--- config.mk ---
export PLATFORM = sky130hd
export DESIGN_NAME = disp_mux_driver
export DESIGN_NICKNAME = d
export VERILOG_FILES = /design/src/rtl/disp_mux_driver.sv
export SDC_FILE = /design/constraint.sdc
export NUM_CORES = 1
export LEC_CHECK = 0
export ABC_CLOCK_PERIOD_IN_PS = 2700
export CAP_MARGIN = 25
export CORE_UTILIZATION = 45
export DETAILED_ROUTE_END_ITERATION = 8
export PLACE_DENSITY = 0.75
export SLEW_MARGIN = 20
export SYNTH_ARGS = -nofsm -noshare
export SYNTH_HDL_FRONTEND = slang
export SYNTH_SLANG_ARGS = --single-unit
--- constraint.sdc ---
create_clock -name clk -period 2.7 [get_ports clk]
set_input_delay 0.81 -clock clk [delete_from_list [all_inputs] [get_ports clk]]
set_output_delay 0.81 -clock clk [all_outputs]
set_load 0.01 [all_outputs]
--- src/rtl/disp_mux_driver.sv ---
// Four-digit common-anode seven-segment scanner. Digit values are snapshotted
// once per frame so a scan never mixes old and new digits.
module disp_mux_driver #(
    parameter int unsigned REFRESH_CNT = 4,
    parameter int unsigned CNT_W       = 17
) (
    input  logic       clk,
    input  logic       rst,
    input  logic [1:4] d_disp0,
    input  logic [1:4] d_disp1,
    input  logic [1:4] d_disp2,
    input  logic [1:4] d_disp3,
    input  logic       en,
    output logic [3:0] an,
    output logic [6:0] seg,
    output logic       dp,
    output logic [1:0] digit_idx,
    output logic       frame_done
);

    localparam logic [CNT_W-1:0] CNT_LAST = CNT_W'(REFRESH_CNT - 1);
    localparam logic [3:0]       AN_OFF   = 4'b1111;
    localparam logic [6:0]       SEG_OFF  = 7'h7F;

    logic [CNT_W-1:0] cnt_q, cnt_d;
    logic [1:0]       idx_q, idx_d;
    logic [3:0]       shadow_q [4];
    logic [3:0]       shadow_d [4];
    logic             load_pending_q, load_pending_d;
    logic [3:0]       an_q, an_d;
    logic [6:0]       seg_q, seg_d;
    logic [1:0]       digit_idx_q, digit_idx_d;
    logic             frame_done_q, frame_done_d;

    logic [3:0]       din [4];
    logic             dwell_last;
    logic             wrap;

    // Segment order is {g,f,e,d,c,b,a}, active-low.
    function automatic logic [6:0] hex7(input logic [3:0] v);
        logic [6:0] s;
        case (v)
            4'h0: s = 7'h40;
            4'h1: s = 7'h79;
            4'h2: s = 7'h24;
            4'h3: s = 7'h30;
            4'h4: s = 7'h19;
            4'h5: s = 7'h12;
            4'h6: s = 7'h02;
            4'h7: s = 7'h78;
            4'h8: s = 7'h00;
            4'h9: s = 7'h10;
            4'hA: s = 7'h08;
            4'hB: s = 7'h03;
            4'hC: s = 7'h46;
            4'hD: s = 7'h21;
            4'hE: s = 7'h06;
            default: s = 7'h0E;
        endcase
        return s;
    endfunction

    assign din[0] = d_disp0;
    assign din[1] = d_disp1;
    assign din[2] = d_disp2;
    assign din[3] = d_disp3;

    assign dwell_last = (cnt_q == CNT_LAST);
    assign wrap       = en && dwell_last && (idx_q == 2'd3);

    always_ff @(posedge clk) begin
        if (rst) begin
            cnt_q          <= '0;
            idx_q          <= 2'd0;
            load_pending_q <= 1'b1;
            an_q           <= AN_OFF;
            seg_q          <= SEG_OFF;
            digit_idx_q    <= 2'd0;
            frame_done_q   <= 1'b0;
            for (int i = 0; i < 4; i++) begin
                shadow_q[i] <= 4'h0;
            end
        end else begin
            cnt_q          <= cnt_d;
            idx_q          <= idx_d;
            load_pending_q <= load_pending_d;
            an_q           <= an_d;
            seg_q          <= seg_d;
            digit_idx_q    <= digit_idx_d;
            frame_done_q   <= frame_done_d;
            for (int i = 0; i < 4; i++) begin
                shadow_q[i] <= shadow_d[i];
            end
        end
    end

    // Dwell counter and digit index only move while enabled.
    always_comb begin
        cnt_d = cnt_q;
        idx_d = idx_q;
        if (en) begin
            if (dwell_last) begin
                cnt_d = '0;
                idx_d = idx_q + 2'd1;
            end else begin
                cnt_d = cnt_q + CNT_W'(1);
            end
        end
    end

    // The first edge out of reset and every frame wrap refresh the snapshot.
    always_comb begin
        shadow_d       = shadow_q;
        load_pending_d = 1'b0;
        frame_done_d   = wrap;
        if (wrap || load_pending_q) begin
            shadow_d = din;
        end
    end

    always_comb begin
        digit_idx_d = idx_q;
        an_d        = AN_OFF;
        seg_d       = SEG_OFF;
        if (en) begin
            an_d  = ~(4'b0001 << idx_q);
            seg_d = hex7(shadow_q[idx_q]);
        end
    end

    assign an         = an_q;
    assign seg        = seg_q;
    assign dp         = 1'b1;
    assign digit_idx  = digit_idx_q;
    assign frame_done = frame_done_q;

endmodule

==> implementation parameters <==
Parameter                              Value

Power
  Reported leakage power ... 1.05 nW
  Peak VDD IR ... about 0.38 mV
  Net Sw Frac ... 23.7%
  Net switching power ... around 0.00033 W
  Design Power ... between 0.001 and 0.0015 W
  Sequential cell fraction of total power ... 56.1%
  Clock group share of total power ... ~32%
  Internal power summed over all cells ... about 0.0011 W
  Part of the power in combinational logic ... a little under an eighth
  Power density over cell area ... 483 mW/mm^2

Cells and area
  Seq. cell area ... roughly 0.001 mm^2
  Finished Core Util ... a little under three fifths
  Fraction of layout cells with a size suffix above 1 ... under 10%
  Diode insertion count for antenna repair ... 0
  Number of fill cells ... roughly 480
  Total non-filler cell area in the finished layout ... ~0.0029 mm^2
  Post-layout net count ... ~300
  Footprint of the multi-input gates ... around 0.0013 mm^2
  Area Growth Syn to Fin ... 20.5%

Worst setup path
  Cell with the biggest individual delay on the critical path ... sky130_fd_sc_hd__or4_4
  Worst reg2reg endpoint ... seg[1]
  Max Fanout on Critical Path ... 2
  Minimum setup slack among reg-to-reg paths ... roughly 0.64 ns
  Critical Path Source ... en
  Kind of end point of the critical path ... flop
  Source of the worst register-to-register timing path ... digit_idx_d[0]
  Worst Path Arrival ... ~2.6 ns
  Max incr delay on CP ... 0.55 ns
  Worst-case reg-to-reg path depth ... 5
  WS Path Type ... in -> reg
  Worst Setup Start Kind ... primary input
  Series of cell instances along the critical path ... clkdlybuf4s50_1 -> nand4_4 -> or4_4 -> or4_1 -> a21oi_1
  WP data required ... roughly 2.9 ns

Floorplan
  Total core area ... around 0.0051 mm^2
  Starting density of the core ... a little under half
  Row count ... 26
  Die ar. ... around 0.0056 mm^2
  Die span in x ... 74.9 um
  Height of the die ... between 70 and 80 um
  # IOs ... 34

Place
  Area post-placement ... roughly 0.0028 mm^2
  Port Buf Inserts ... 32
  Final estimated routing congestion in global placement ... 0.810
  DP Wirelength ... 3040 um

GRT
  Global-route wire length before repair ... 7620 um
  Combined global-route utilization of all metal layers ... 17.8%
  Overflow left after global routing ... 0
  Vias in the first global route ... around 1700
  Number of antenna violations at the first check in global routing ... 0
  Largest net degree at the start of global routing ... 34

Job
  Number of max-cap violations ... 0

Logic synthesis
  Synth top area share ... 41.9%
  Count of flip-flops with a built-in enable after synthesis ... 0
  Most frequent cells after synthesis ... sky130_fd_sc_hd__dfxtp_1, sky130_fd_sc_hd__nand2b_1, sky130_fd_sc_hd__mux2i_1, sky130_fd_sc_hd__nor2_1, sky130_fd_sc_hd__nand2_1
  Number of synthesized register bits ... 50
  Net count after synthesis ... between 200 and 300
  Cell Area, Synth ... 0.00239 mm^2
  Count of different cell masters after synthesis ... 43
  Post-synthesis area per instance ... about 9.7 um^2
  Top FF cell, synth ... sky130_fd_sc_hd__dfxtp_1
  Yosys warnings ... 0
  Cell accounting for the most synthesized area ... sky130_fd_sc_hd__dfxtp_1
  Leading post-synthesis cells by cell area ... sky130_fd_sc_hd__dfxtp_1, sky130_fd_sc_hd__nand2b_1, sky130_fd_sc_hd__mux2i_1
  Cells after synthesis ... approximately 250
  Most repeated cell in the gate-level netlist after synthesis ... sky130_fd_sc_hd__dfxtp_1
  FFs w/ async S/R, synth ... 0%
  Share of the yosys chip area belonging to registers ... a little over two fifths

Clocking
  TritonCTS clock tree ... yes
  Total of cells resized after clock tree synthesis ... 0
  Count of H-tree levels built during CTS ... 2
  Clock transition time at the flip-flop clock pins of the worst setup and hold paths ... 0.09 ns
  Clock sink count ... 50
  Largest buffer count on any clock path ... 2
  Total clock buffers created by CTS ... 5
  Root Buffer ... sky130_fd_sc_hd__clkbuf_8
  Clk_lat worst skew ... 0.30 ns
  Post-CTS Setup Bufs ... 0
  Number of hold-repair buffers added at the cts stage ... 0

Timing
  Min cycle time layout ... around 2.4 ns
  Count of endpoints failing hold in the final timing report ... 0
  RSZ-0062 raised after global routing ... false
  Final worst-path cycle share ... ~90%
  Max-slew violation total from the final report ... 0
  Rel. slew slack ... between 60% and 70%
  # setup viols final ... 0
  Clock Skews ... roughly 0.01 ns
  Setup tns final ... 0 ns
  Tightest Pin Transition ... roughly 0.49 ns
  Highest Clock Rate ... roughly 420 MHz

Drt
  Via count ... ~1800
  Post-route antenna net violation count ... 0
  Total length of routed wires ... roughly 4300 um
  Routed length per placed instance ... around 12 um
  Drt initial violations ... slightly below 100
  Number of iterations in the first detailed-routing pass ... 4
  Average via count per standard cell ... ~5
  Count of unresolved DRC violations after routing ... 0

Worst hold path
  End point of the most critical hold path ... shadow_q[6]
  Path category of the worst min-delay check ... reg -> reg
  Critical hold path startpoint ... shadow_q[6]
  Hold Path Cell Cnt ... 2

Run status
  Outcome ... finished, final reports clean
-- worst max path at each step --
| stage | endpoint | cells past startpoint |
|---|---|---|
| 3_3_place_gp | cnt_q[16] | 5 |
| 3_5_place_dp | cnt_q[16] | 5 |
| 5_1_grt | cnt_q[15] | 6 |
| 6_report | cnt_q[16] | 5 |
| 4_1_cts | cnt_q[16] | 5 |
| 2_1_floorplan | shadow_q[10] | 5 |
-- flip-flops by register name, summed over array words and instances, names as in the netlist --
| register | count |
|---|---|
| seg | 7 |
| frame_done | 1 |
| shadow_q | 16 |
| digit_idx_d | 2 |
| an | 4 |
| load_pending_q | 1 |
| digit_idx | 2 |
| cnt_q | 17 |
-- worst max-delay path: cells and delay by family --
kind                   cells  cell delay (ns)
AOI/OAI and AO/OA          1             0.14
buffers and inverters      1             0.53
and+or+nand+nor            3             1.12
-- logic make-up after synthesis --
group                      share of synthesized area (%)
buffers and inverters                               4.19
xor gates and xnor gates                            4.40
and+or+nand+nor                                     24.8
adders and majority gates                           5.76
other                                              0.157
muxes                                               11.3
DFF                                                 41.9
AOI/OAI and AO/OA                                   7.59
-- power by group through the flow --
stage / clock network, W / logic (W) / registers, W
detailed placement: 0 / 0.000163 / 0.000798
global route: 0.000487 / 0.000183 / 0.000785
finish: 0.000448 / 0.000164 / 0.000781
CTS: 0.000463 / 0.000165 / 0.000781
global placement: 0 / 0.000159 / 0.000798
floorplan: 0 / 0.0000959 / 0.000798
-- area by class of cell --
| class | count | area share (%) |
|---|---|---|
| multi-input cells | 177 | 44.8 |
| flip-flops and latches | 50 | 34.7 |
| repair buffers | 39 | 13.4 |
| well taps | 70 | 3.04 |
| clock buffers | 6 | 2.87 |
| inverters | 6 | 0.782 |
| clock inverters | 2 | 0.434 |
-- metrics by stage --
| step | setup slack, ns | instances | hold WS (ns) |
|---|---|---|---|
| 2_1_floorplan | 0.567 | 247 | 0.448 |
| 3_3_place_gp | 0.0690 | 342 | 0.460 |
| 3_5_place_dp | 0.0370 | 342 | 0.464 |
| 4_1_cts | 0.343 | 350 | 0.479 |
| 5_1_grt | 0.222 | 350 | 0.504 |
| 6_report | 0.335 | 350 | 0.477 |
-- layout by cell type (no fill, tap or decap), types with 2 or more instances in the layout --
cell	synthesis	final
sky130_fd_sc_hd__clkdlybuf4s50_1	0	32
sky130_fd_sc_hd__xor2_1	6	6
sky130_fd_sc_hd__o21ai_0	7	7
sky130_fd_sc_hd__or4_1	3	3
sky130_fd_sc_hd__dfxtp_1	50	50
sky130_fd_sc_hd__nand2b_1	36	36
sky130_fd_sc_hd__mux2i_1	18	18
sky130_fd_sc_hd__xnor2_1	6	6
sky130_fd_sc_hd__clkbuf_8	0	6
sky130_fd_sc_hd__buf_4	2	6
sky130_fd_sc_hd__ha_1	11	11
sky130_fd_sc_hd__a21oi_1	7	7
sky130_fd_sc_hd__nand4_1	8	8
sky130_fd_sc_hd__nand2_1	14	14
sky130_fd_sc_hd__inv_1	6	6
sky130_fd_sc_hd__mux4_2	4	4
sky130_fd_sc_hd__nor4_1	3	3
sky130_fd_sc_hd__o211ai_1	2	2
sky130_fd_sc_hd__o31ai_1	2	2
sky130_fd_sc_hd__and2_1	2	2
sky130_fd_sc_hd__nand3_1	7	7
sky130_fd_sc_hd__a221o_1	2	2
sky130_fd_sc_hd__nor3_1	4	4
sky130_fd_sc_hd__nor2_1	18	18
-- per-layer routing --
layer / track usage [%] / vias up / routed length, um
met5: 0 / - / 0
met4: 5.66 / 0 / 61
met3: 3.21 / 7 / 173
met2: 29.2 / 44 / 1980
met1: 23.7 / 832 / 2130
li1: - / 921 / -
Power figures use the tool's default switching activity.
